## config.mk

```make
export PLATFORM = sky130hd
export DESIGN_NAME = pmul_feeder
export DESIGN_NICKNAME = d
export VERILOG_FILES = /design/src/rtl/pmul_feeder_pkg.sv /design/src/rtl/pmul_feeder_skew_reg.sv /design/src/rtl/pmul_feeder.sv
export SDC_FILE = /design/constraint.sdc
export NUM_CORES = 1
export LEC_CHECK = 0
export BUFFER_PORTS_ARGS = -buffer_cell sky130_fd_sc_hd__buf_2
export CAP_MARGIN = 25
export CORE_MARGIN = 2
export CORE_UTILIZATION = 54
export DETAILED_ROUTE_END_ITERATION = 16
export PLACE_DENSITY = 0.77
export SYNTH_ARGS = -nofsm -noshare
export SYNTH_HDL_FRONTEND = slang
export SYNTH_SLANG_ARGS = --single-unit
```

## constraint.sdc

```tcl
create_clock -name clk -period 1.9 [get_ports clk]
set_input_delay 0.19 -clock clk [delete_from_list [all_inputs] [get_ports clk]]
set_output_delay 0.19 -clock clk [all_outputs]
set_load 0.005 [all_outputs]
```

## src/rtl/pmul_feeder_pkg.sv

```systemverilog
// Shared definitions for the partial-sum multiplier feeder: FSM encoding,
// tap count and the per-tap skew rule.
package pmul_feeder_pkg;

   typedef enum logic [2:0] {
      ST_IDLE,
      ST_LOAD_W,
      ST_FILL,
      ST_RUN,
      ST_DRAIN,
      ST_DONE
   } state_e;

   localparam int NUM_TAPS     = 3;
   localparam int DRAIN_CYCLES = 2;

   // Tap k sees its pixel k cycles after tap 0, matching the chain latency.
   function automatic int tap_depth(input int k);
      return k;
   endfunction

endpackage

```

## src/rtl/pmul_feeder_skew_reg.sv

```systemverilog
// WIDTH x DEPTH delay line with a holding output register: the output only
// changes when a valid word reaches the end of the line.
module pmul_feeder_skew_reg #(
   parameter int WIDTH = 8,
   parameter int DEPTH = 1
) (
   input  logic             clk,
   input  logic             rst,
   input  logic             in_vld,
   input  logic [WIDTH-1:0] in_data,
   output logic [WIDTH-1:0] out_data
);

   logic [DEPTH-1:0]            vld_pipe_q, vld_pipe_d;
   logic [DEPTH-1:0][WIDTH-1:0] dat_pipe_q, dat_pipe_d;
   logic [WIDTH-1:0]            out_q, out_d;

   always_comb begin
      vld_pipe_d[0] = in_vld;
      dat_pipe_d[0] = in_data;
      for (int k = 1; k < DEPTH; k++) begin
         vld_pipe_d[k] = vld_pipe_q[k-1];
         dat_pipe_d[k] = dat_pipe_q[k-1];
      end
      out_d = vld_pipe_q[DEPTH-1] ? dat_pipe_q[DEPTH-1] : out_q;
   end

   always_ff @(posedge clk or negedge rst) begin
      if (!rst) begin
         vld_pipe_q <= '0;
         dat_pipe_q <= '0;
         out_q      <= '0;
      end else begin
         vld_pipe_q <= vld_pipe_d;
         dat_pipe_q <= dat_pipe_d;
         out_q      <= out_d;
      end
   end

   assign out_data = out_q;

endmodule

```

## src/rtl/pmul_feeder.sv

```systemverilog
// Feeds the 3-tap partial-sum multiplier chain: loads weights, then turns a
// raster pixel stream into one skewed launch per in-row 3-pixel window.
module pmul_feeder
   import pmul_feeder_pkg::*;
#(
   parameter int WIDTH    = 8,
   parameter int ROW_LEN  = 8,
   parameter int NUM_ROWS = 8
) (
   input  logic             clk,
   input  logic             rst,
   input  logic             start,
   input  logic [WIDTH-1:0] w_data,
   input  logic             w_valid,
   output logic             w_ready,
   input  logic [WIDTH-1:0] s_data,
   input  logic             s_valid,
   output logic             s_ready,
   output logic [WIDTH-1:0] out_data0,
   output logic [WIDTH-1:0] out_data1,
   output logic [WIDTH-1:0] out_data2,
   output logic [WIDTH-1:0] out_weight0,
   output logic [WIDTH-1:0] out_weight1,
   output logic [WIDTH-1:0] out_weight2,
   output logic             out_update,
   output logic             busy,
   output logic             done
);

   localparam int CW = $clog2(ROW_LEN);
   localparam int RW = (NUM_ROWS > 1) ? $clog2(NUM_ROWS) : 1;
   localparam logic [CW-1:0] COL_LAST = CW'(ROW_LEN - 1);
   localparam logic [RW-1:0] ROW_LAST = RW'(NUM_ROWS - 1);

   state_e                         state_q, state_d;
   logic [CW-1:0]                  col_q, col_d;
   logic [RW-1:0]                  row_q, row_d;
   logic [1:0]                     widx_q, widx_d;
   logic                           drain_q, drain_d;
   logic [WIDTH-1:0]               win0_q, win0_d;   // x[i-1]
   logic [WIDTH-1:0]               win1_q, win1_d;   // x[i-2]
   logic [NUM_TAPS-1:0][WIDTH-1:0] wgt_q, wgt_d;
   logic [WIDTH-1:0]               data0_q, data0_d;
   logic                           upd_q, upd_d;
   logic                           launch;
   logic                           s_hs, w_hs;

   logic [NUM_TAPS-1:1][WIDTH-1:0] tap_in;
   logic [NUM_TAPS-1:0][WIDTH-1:0] tap_out;

   assign w_ready = (state_q == ST_LOAD_W);
   assign s_ready = (state_q == ST_FILL) || (state_q == ST_RUN);
   assign busy    = (state_q != ST_IDLE);
   assign done    = (state_q == ST_DONE);
   assign s_hs    = s_valid & s_ready;
   assign w_hs    = w_valid & w_ready;

   always_comb begin
      state_d = state_q;
      col_d   = col_q;
      row_d   = row_q;
      widx_d  = widx_q;
      drain_d = drain_q;
      win0_d  = win0_q;
      win1_d  = win1_q;
      wgt_d   = wgt_q;
      data0_d = data0_q;
      upd_d   = 1'b0;
      launch  = 1'b0;
      case (state_q)
         ST_IDLE: begin
            if (start) begin
               state_d = ST_LOAD_W;
               widx_d  = '0;
            end
         end
         ST_LOAD_W: begin
            if (w_hs) begin
               for (int k = 0; k < NUM_TAPS; k++)
                  if (widx_q == 2'(k)) wgt_d[k] = w_data;
               if (widx_q == 2'(NUM_TAPS - 1)) begin
                  widx_d  = '0;
                  col_d   = '0;
                  row_d   = '0;
                  state_d = ST_FILL;
               end else begin
                  widx_d = widx_q + 2'd1;
               end
            end
         end
         ST_FILL: begin
            if (s_hs) begin
               win1_d = win0_q;
               win0_d = s_data;
               col_d  = col_q + 1'b1;
               if (col_q == CW'(1)) state_d = ST_RUN;
            end
         end
         ST_RUN: begin
            if (s_hs) begin
               win1_d  = win0_q;
               win0_d  = s_data;
               launch  = 1'b1;
               upd_d   = 1'b1;
               data0_d = win1_q;
               if (col_q == COL_LAST) begin
                  col_d = '0;
                  if (row_q == ROW_LAST) begin
                     state_d = ST_DRAIN;
                     drain_d = 1'b0;
                  end else begin
                     row_d   = row_q + 1'b1;
                     state_d = ST_FILL;
                  end
               end else begin
                  col_d = col_q + 1'b1;
               end
            end
         end
         ST_DRAIN: begin
            // Two cycles so the final tap-2 write lands before done.
            if (drain_q) begin
               drain_d = 1'b0;
               state_d = ST_DONE;
            end else begin
               drain_d = 1'b1;
            end
         end
         ST_DONE:  state_d = ST_IDLE;
         default:  state_d = ST_IDLE;
      endcase
   end

   always_ff @(posedge clk or negedge rst) begin
      if (!rst) begin
         state_q <= ST_IDLE;
         col_q   <= '0;
         row_q   <= '0;
         widx_q  <= '0;
         drain_q <= 1'b0;
         win0_q  <= '0;
         win1_q  <= '0;
         wgt_q   <= '0;
         data0_q <= '0;
         upd_q   <= 1'b0;
      end else begin
         state_q <= state_d;
         col_q   <= col_d;
         row_q   <= row_d;
         widx_q  <= widx_d;
         drain_q <= drain_d;
         win0_q  <= win0_d;
         win1_q  <= win1_d;
         wgt_q   <= wgt_d;
         data0_q <= data0_d;
         upd_q   <= upd_d;
      end
   end

   assign tap_in[1]  = win0_q;
   assign tap_in[2]  = s_data;
   assign tap_out[0] = data0_q;

   for (genvar k = 1; k < NUM_TAPS; k++) begin : g_tap
      pmul_feeder_skew_reg #(
         .WIDTH (WIDTH),
         .DEPTH (tap_depth(k))
      ) u_skew (
         .clk      (clk),
         .rst      (rst),
         .in_vld   (launch),
         .in_data  (tap_in[k]),
         .out_data (tap_out[k])
      );
   end

   assign out_data0   = tap_out[0];
   assign out_data1   = tap_out[1];
   assign out_data2   = tap_out[2];
   assign out_weight0 = wgt_q[0];
   assign out_weight1 = wgt_q[1];
   assign out_weight2 = wgt_q[2];
   assign out_update  = upd_q;

endmodule

```

# == Yosys cells after proc, flatten, opt, wreduce, memory -nomap -nowiden ==
# Cells that the tools add are included.
# totals
output_inout_bits,53
elab_cells,93
regBits,103
latchBits,0
in_bits,21
ram_bits,0
romBits,0
mem_count,0
# classes
shift,0
multipliers,0
eq_ne,20
n_mux,31
bitwise_logic,2
magnitude_cmp,0
reduce_logical,19
n_div,0
n_addsub,3
# op_table
operator,n
$mux W3,17
$pmux W3 S5,1
$eq A3 B3 Y1 const B,4
$reduce_and A3 Y1,4
$ne A2 B1 Y1 const B,5
$ne A2 B2 Y1 const B,5
$pmux W3 S3,1
$reduce_and A8 Y1,1
$add A3 B1 Y3 const B,2
$eq A3 B1 Y1 const B,2
$eq A3 B2 Y1 const B,2
$mux W1,6
$mux W2,3
$pmux W3 S2,1
$reduce_and A6 Y1,1
$reduce_bool A2 Y1,3
$reduce_bool A3 Y1,2
$reduce_and A5 Y1,1
$pmux W2 S2,1
$reduce_and A2 Y1,2
$reduce_and A4 Y1,1
$logic_not A3 Y1,1
$add A2 B1 Y2 const B,1
$and A1 B1 Y1,2
other kinds (6),6

# == Logic depth before layout (Yosys ltp) ==
# Gate-level depths: netlist of the first run.
# depth
word_depth,5
ltp_mapped,7
mapped_depth_nobuf,6

# == Cells and area by module ==
# A second synthesis of the first run with hierarchy kept.
# hier_totals
hier_cells,259
hier_area_um2,3932.5
# by_module_without_submodules
mod,seq_area_each_um2,n_inst,cells_per_inst,area_per_inst_um2
pmul_feeder,1526.5,1,198,2593.7
pmul_feeder_skew_reg at g_tap[2].u_skew,650.6,1,35,782.0
pmul_feeder_skew_reg at g_tap[1].u_skew,425.4,1,26,556.8

# == Least setup slack after synthesis of the first run ==
# OpenSTA, ideal clock, no wires.
# synth_path
path_kind,reg-to-reg
startpoint,register state_q[2]
endpoint,"register wgt_q, in the netlist out_weight0[0]"
arrival_ps,1418
t_required_ps,1775
path_buffers,2
period_less_slack_ps,1543
path_slack_ps,357
setup_time_ps,125
stages_incl_launch_ff,7
cell_sequence,dfrtp_1 > buf_6 > nand2b_4 > nor2_4 > and4bb_1 > buf_6 > mux2_4
# synth_via
elab_chain_len,3
# synth_lines
item,line_no,rtl
"start, declared",pmul_feeder.sv:35,"state_e state_q, state_d;"
"start signal, assigned",pmul_feeder.sv:147,state_q <= state_d;
$eq A3 B1 Y1 *,pmul_feeder.sv:51,assign w_ready = (state_q == ST_LOAD_W);
named net w_ready,pmul_feeder.sv:15,"output logic w_ready,"
$and A1 B1 Y1,pmul_feeder.sv:56,assign w_hs = w_valid & w_ready;
$reduce_and A3 Y1 (no source line) *,n/a,
"end signal, assigned",pmul_feeder.sv:154,wgt_q <= wgt_d;
"end, declared",pmul_feeder.sv:42,"logic [NUM_TAPS-1:0][WIDTH-1:0] wgt_q, wgt_d;"
# Mark *: on every way through the listed nets, which the timed path passes. The rest lies on a longest branch.
# A chain may end at the register's enable or synchronous reset.

# == Worst setup path in the final report of the first run ==
# layout_path
startpoint,register state_q[0]
endpoint,"register wgt_q, in the netlist out_weight0[3]"
# layout_via
elab_chain_len,3
# layout_lines
item,line_no
$eq A3 B1 Y1 *,"pmul_feeder.sv:51, pmul_feeder.sv:70"
$and A1 B1 Y1,pmul_feeder.sv:56
$reduce_and A3 Y1 (no source line) *,n/a
# Mark *: on every way between the ends. The rest lies on a longest branch, timed or not.

==> results of run 1 <==
-- what timing repair did --
item                      CTS  global route
resized for setup           0             0
hold endpoints to repair   24             0
hold buffers                9             0
-- through the flow --
step	setup slack [ps]	hold slack [ps]	instance area [um^2]
after floorplan	357	-106	3870
after global placement	294	69.8	4360
after detailed placement	229	72.7	4360
after CTS	201	67.4	4630
after global routing	134	76.4	4630
final	211	88.6	4630
-- placed cells by master, fill, tap and decap left out, drive strengths merged --
cell type,Yosys,layout
o311ai,2,2
nor3,2,2
and3,1,1
a21oi,2,2
nor2b,1,1
nand3b,1,1
o211ai,2,2
mux2,64,64
bufinv,0,1
buf,7,79
nor2,5,5
a22o,1,1
o21ai,5,5
clkbuf,4,10
o31a,1,1
nand4b,1,1
nand4bb,1,1
a21o,2,2
nand2,15,15
or3,4,4
ha,5,5
and3b,1,1
o32ai,1,1
and2,1,1
dfrtp,102,102
and4bb,1,1
mux2i,2,2
clkinvlp,0,2
and2b,1,1
nor3b,1,1
nand2b,1,1
o31ai,1,1
nand3,8,8
dlygate4sd3,0,9
inv,4,5
clkinv,0,1
-- final cells by class --
cell class / instances / area (um^2) / share of cell area, %
flip-flops and latches: 102 / 2550 / 55.1
inverters: 4 / 15.0 / 0.324
multi-input cells: 133 / 1230 / 26.6
well taps: 96 / 120 / 2.59
repair buffers: 88 / 528 / 11.4
clock inverters: 5 / 58.8 / 1.27
clock buffers: 10 / 128 / 2.76
-- final timing paths --
path                                                 from                             end  slack [ps]  depth (start not counted)
max in group asynchronous                             rst                       win1_q[6]         980                          3
max                                            state_q[0]                  out_weight0[3]         210                          5
min in group asynchronous                             rst                  out_weight2[7]         220                          2
max reg2reg                                    state_q[0]                  out_weight0[3]         210                          5
min                                             w_data[6]                  out_weight0[6]          90                          2
min reg2reg                g_tap[2].u_skew.dat_pipe_d[15]  g_tap[2].u_skew.dat_pipe_q[15]         360                          0
-- power groups by stage --
stage	clock (mW)	combinational [mW]	sequential [mW]
2_1_floorplan	0	1.60	3.58
3_3_place_gp	0	2.35	3.69
3_5_place_dp	0	2.47	3.73
4_1_cts	1.36	2.50	3.71
5_1_grt	1.43	2.70	3.82
6_report	1.30	2.45	3.69
-- flip-flops by register name (all words and copies together) (netlist names) --
signal and flops:
g_tap.u_skew.dat_pipe_d 8, g_tap.u_skew.out_data 16, win0_q 8, row_q 3, drain_q 1, out_weight1 8
out_weight0 8, state_q 3, g_tap.u_skew.vld_pipe_q 2, win1_q 8, col_q 3, out_data0 8
out_weight2 8, g_tap.u_skew.dat_pipe_q 16, widx_q 2
-- cell families (layout without fill, tap and decap cells) --
logic type	count (synthesis)	count (layout)	share of synthesized area, %
buffers and inverters	15	107	2.20
adders and majority gates	5	5	1.62
DFF	102	102	66.0
muxes	66	66	19.9
AOI/OAI and AO/OA	17	17	3.01
and+or+nand+nor	45	45	7.25
-- critical path: stages, from the launching register on --
cell and delay [ps]:
dfrtp_1 600, nand2b_4 120, nor2_4 140, and4bb_1 210, buf_4 200, mux2_4 310
-- metal layers --
| metal | share of wire, % | track usage (%) |
|---|---|---|
| met1 | 44 | 24.5 |
| met4 | 1.4 | 6.61 |
| met5 | 0 | 0 |
| met3 | 4.1 | 5.69 |
| met2 | 50 | 30.5 |
==> metrics list, run 1 <==
- Cell types with the largest area share after synthesis: dfrtp_1 66%, mux2_2 16%, mux2_4 3.1%, ha_1 1.6%, nand2_1 1.5%
- Power spent charging and discharging nets: 2.30 mW
- Width of the die: 88.6 um
- Gate count of the mapped netlist: 250
- Of the total power, the clock network draws 17.5%.
* Power Dens Cells: 1610 nW/um^2
- Final number of hold-violating endpoints: 0
- Once the clock tree was built, the setup fixing pass inserted 0 buffers.
- The critical path is of the flip-flop to flip-flop type.
- Residual DRC: 0
- Count of H-tree levels built during CTS: 3
- The core region is 6870 um^2.
- Highest attainable clock frequency: 0.592 GHz
- Synth async-reset ratio: 100%
- The tightest min-delay check is of the primary input to flip-flop type.
* Via-to-Cell Ratio: 5.09
- Of the total power, the share spent switching nets is 30.8%.
- The via count of the first global-routing pass was 2265.
- Synth warnings: 0
* Floorplan die area: 7860 um^2
- Summed over all cells, the static leakage comes to 2.21 nW.
- Core utilization of the finished layout: 67.4%
- Final-layout fill cell count: 506
- Fraction of the yosys area taken by sequential cells: 66.0%
* Detailed Route Iter0 Violations: 108
- Global routing usage summed across all routing layers: 18.9%
* Most frequently used flop master after synthesis: dfrtp_1
* Number of antenna violations at the first check in global routing: 0
- Clk_lat worst skew: 360 ps
* Status: completed
- Arrival time of data at the critical path endpoint: 1930 ps
* Height of the die: 88.6 um
* Clock input transition at the sequential cells of the worst setup and hold paths: 90 ps
- Maximum number of pins on one net before global-route repair: 87
* Half-perimeter wire length of the detailed placement result: 4700 um
* Proportion of power drawn by flip-flops and latches: 49.6%
* Layout cells sized above 1: 47.7%
- Routed wire length: 6860 um
- Area share of the largest cell type after synthesis: 66.0%
- Synthesized area per cell: 15.5 um^2
* Count of antenna-violating nets left after detailed routing: 0
* Root Buffer: clkbuf_8
* Iteration count of the initial detailed-routing pass: 4
* Cell-internal power: 5.15 mW
- Number of buffers added on ports: 73
* Overflow left after global routing: 0
- The worst setup path is captured at a flip-flop.
- Wire length of the first global-routing pass: 11000 um
* Avg WL per Cell: 15.7 um
- The congestion estimate from routability-driven global placement came to 0.831.
- In this run the core area contains 30 standard-cell rows.
* Number of placed cells counting well taps: 414
- Once the floorplan was initialized, standard cells occupied 56.3% of the core.
* Final standard cell count with taps included and fillers excluded: 438
- Peak supply drop: 0.817 mV
* Number of setup violations in the final report: 0
* Number of synthesized flops with an enable pin: 0
- Synthesis-to-finish area growth: 19.8%
- Max clock buf depth: 2
- Measured against its own limit, the worst slew margin works out to 70.5%.
- Total vias in the final route: 2230
- Final-layout setup total negative slack: 0 ps
- Synthesis produced a netlist with a net count of 276.
- CTS sink cnt: 102
* Flops & latches, synth: 102
* Num CTS Buffers: 9
- Netlist Area Pre-Place: 3870 um^2
- The clock arrives with 7.69 ps of skew.
- Top cells by instance count after synthesis: 102 x dfrtp_1, 56 x mux2_2, 15 x nand2_1, 8 x mux2_4, 7 x nand3_1
* Type of origin of the critical path: flip-flop
* Tightest Pin Transition: 443 ps
- Summing internal, switching and leakage power gives 7.45 mW.
- Fin. max-slew vios: 0
* Shortest clock period the worst path allows after layout: 1690 ps
- 0 antenna diodes ended up in the layout.
- The tool flagged a number of max-cap violations equal to 0.
- The net count of the finished layout is 364.
* RSZ-0062 raised after global routing: false
- Count of distinct cell types in the synthesized netlist: 38
* Required time worst endpoint: 2140 ps
- I/O pin total: 74
- dfrtp_1 is the most common cell in the netlist.
- Cell accounting for the most synthesized area: dfrtp_1
- Maximum fanout along the worst path: 12
- Portion of total power attributed to combinational logic: 32.9%
- TritonCTS clock tree: yes
- After layout, the worst path uses 88.9% of the clock period.
(Power assumes the default switching activity.)
==> run 2, diff against run 1 <==
MAX_ROUTING_LAYER = met4   (was default)
==> run 2 against run 1 <==
Clock power is essentially flat. Clock skew is 2.0 ps higher. Critical path depth did not move. Power barely moved. Fmax is 0.53% higher. Final cell count unchanged. Worst setup slack improved by 8.9 ps. Sequential cell count unchanged. Utilization is the same. Die area unchanged. Critical endpoint unchanged. Largest power group unchanged. Highest routed layer unchanged.
==> metrics list, run 2 (synthesis results as in run 1) <==
* CTS sink cnt: 102 (unchanged)
* I/O pin total: 74 (unchanged)
* Detailed Route Iter0 Violations: 110 (+1.9%)
- The worst voltage drop across the vdd grid is 0.817 mV (about the same).
- Type of origin of the critical path: flip-flop
- Final number of hold-violating endpoints: 0 (unchanged)
* Layout cells sized above 1: 47.7% (unchanged)
- The final-layout setup total negative slack is 0 ps (unchanged).
* Routability congestion estimate from global placement: 0.843 (+1.5%)
* Residual DRC: 0 (unchanged)
- Iteration count of the initial detailed-routing pass: 4 (unchanged)
* Overflow left after global routing: 0 (unchanged)
- Fin. max-slew vios: 0 (unchanged)
* Starting Density: 56.3% (unchanged)
- Instance area at placement: 4360 um^2 (unchanged)
- Commonest cells after routing, fill and taps aside: 102 x dfrtp_1, 72 x buf_2, 56 x mux2_2, 15 x nand2_1
* Core utilization of the finished layout: 67.4% (unchanged)
* Max clock buf depth: 2 (unchanged)
- The post-route clock skew is 9.65 ps (+1.96 ps).
* Floorplan die area: 7860 um^2 (unchanged)
- The TritonCTS buffer count came to 9 (unchanged).
- CTS placed an instance of clkbuf_8 at the clock tree root.
- TritonCTS built the clock tree.
- Final design area excluding fillers: 4630 um^2 (unchanged)
- The number of H-tree levels is 3 (unchanged).
- Crit Path Class: flip-flop to flip-flop
- The routed wire length was 6820 um (-0.60%).
- Status: completed
* Power Dens Cells: 1610 nW/um^2 (about the same)
- Hold Path Class: primary input to flip-flop
- CTS-repair resized insts: 0 (unchanged)
- Ant. Diodes: 0 (unchanged)
* Ratio of final minimum period to clock period: 88.4% (-0.47 points)
- The clock transition at the register clock pins on the worst setup and hold paths after CTS came to 90 ps (about the same).
- Tightest Pin Transition: 445 ps (+1.83 ps)
* Post-CTS Hold Buffers: 9 (unchanged)
- Post-CTS setup repair buffer count: 0 (unchanged)
- The time the final worst path needs with I/O delays and setup was 1680 ps (-8.91 ps).
* Clk_lat worst skew: 360 ps (about the same)
- The filler cell count was 506 (unchanged).
* Number of rows created at floorplan: 30 (unchanged)
- Number of setup violations in the final report: 0 (unchanged)
- Relative max-transition margin: 70.4% (-0.12 points)
* Highest attainable clock frequency: 0.595 GHz (+0.53%)
- Number of antenna violations at the first check in global routing: 0 (unchanged)
* Via-to-Cell Ratio: 5.04 (-1.0%)
* Required time worst endpoint: 2140 ps (about the same)
- Vias in the first global route: 2283 (+0.79%)
* Maximum fanout along the worst path: 10 (-2)
- The die outline height is 88.6 um (unchanged).
* Number of violations of the max-capacitance limit: 0 (unchanged)
- The total global-route track usage is 19.5% (+0.58 points).
* Total vias in the final route: 2207 (-1.0%)
- Count of antenna-violating nets left after detailed routing: 0 (unchanged)
- Most common cell after layout, fill and taps aside: dfrtp_1
- Width of the die: 88.6 um (unchanged)
* Half-perimeter wire length of the detailed placement result: 4700 um (unchanged)
* RSZ-0062 raised after global routing: false
- The first-pass GRT wire length is 11000 um (-0.13%).
- The average wire per standard cell was 15.6 um (-0.60%).
* Synthesis-to-finish area growth: 19.8% (unchanged)
- The worst setup path is captured at a flip-flop.
- The core area was 6870 um^2 (unchanged).
- Number of buffers added on ports: 73 (unchanged)
- Maximum number of pins on one net before global-route repair: 87 (unchanged)
- The cell leakage power was 2.21 nW (unchanged).
* Arrival time of data at the critical path endpoint: 1920 ps (about the same)
- The final layout net count is 364 (unchanged).
-- run 2: cell counts in the layout (fill, tap and decap cells not counted) --
Identical to the previous run, type by type.
-- run 2: worst max-delay path, stage by stage, from the launching register on --
cell and delay (ps):
dfrtp_1 500, nand2b_4 210, nor2_4 130, and4bb_1 210
buf_4 200, mux2_4 310
-- run 2: path summary, 6_finish.rpt --
| kind | from | end | slack, ps | cells past startpoint |
|---|---|---|---|---|
| worst max-delay path | state_q[2] | out_weight0[3] | 220 | 5 |
| worst min-delay path | w_data[6] | out_weight0[6] | 90 | 2 |
| worst max register to register | state_q[2] | out_weight0[3] | 220 | 5 |
| worst min register to register | g_tap[2].u_skew.dat_pipe_d[15] | g_tap[2].u_skew.dat_pipe_q[15] | 360 | 0 |
| max in group asynchronous | rst | win1_q[6] | 980 | 3 |
| min in group asynchronous | rst | out_weight2[7] | 220 | 2 |
-- run 2: area by class of cell --
| class | count | area, um^2 | share of cell area, % |
|---|---|---|---|
| flip-flops and latches | 102 | 2550 | 55.1 |
| multi-input cells | 133 | 1230 | 26.6 |
| repair buffers | 88 | 528 | 11.4 |
| clock buffers | 10 | 128 | 2.76 |
| well taps | 96 | 120 | 2.59 |
| clock inverters | 5 | 58.8 | 1.27 |
| inverters | 4 | 15.0 | 0.324 |
-- run 2: metrics by stage --
| stage | hold slack (ps) | setup WS [ps] | cells | total power, mW |
|---|---|---|---|---|
| floorplan | -106 | 357 | 250 | 5.18 |
| finish | 87.8 | 220 | 438 | 7.44 |
| CTS | 67.4 | 201 | 438 | 7.56 |
| global route | 75.7 | 134 | 438 | 7.94 |
| detailed placement | 72.7 | 229 | 414 | 6.20 |
| global placement | 69.8 | 294 | 414 | 6.04 |
-- run 2: power by group --
part           switching [mW]  total [mW]  internal (mW)
registers               0.605        3.69           3.09
clock network           0.698        1.30          0.605
logic                   0.988        2.45           1.46
total                    2.29        7.44           5.15
-- run 2: routing by layer --
| layer | global-route usage (%) | wire, um |
|---|---|---|
| met1 | 24.5 | 2990 |
| met2 | 30.6 | 3480 |
| met3 | 5.78 | 279 |
| met4 | 6.20 | 66 |
| met5 | - | 0 |
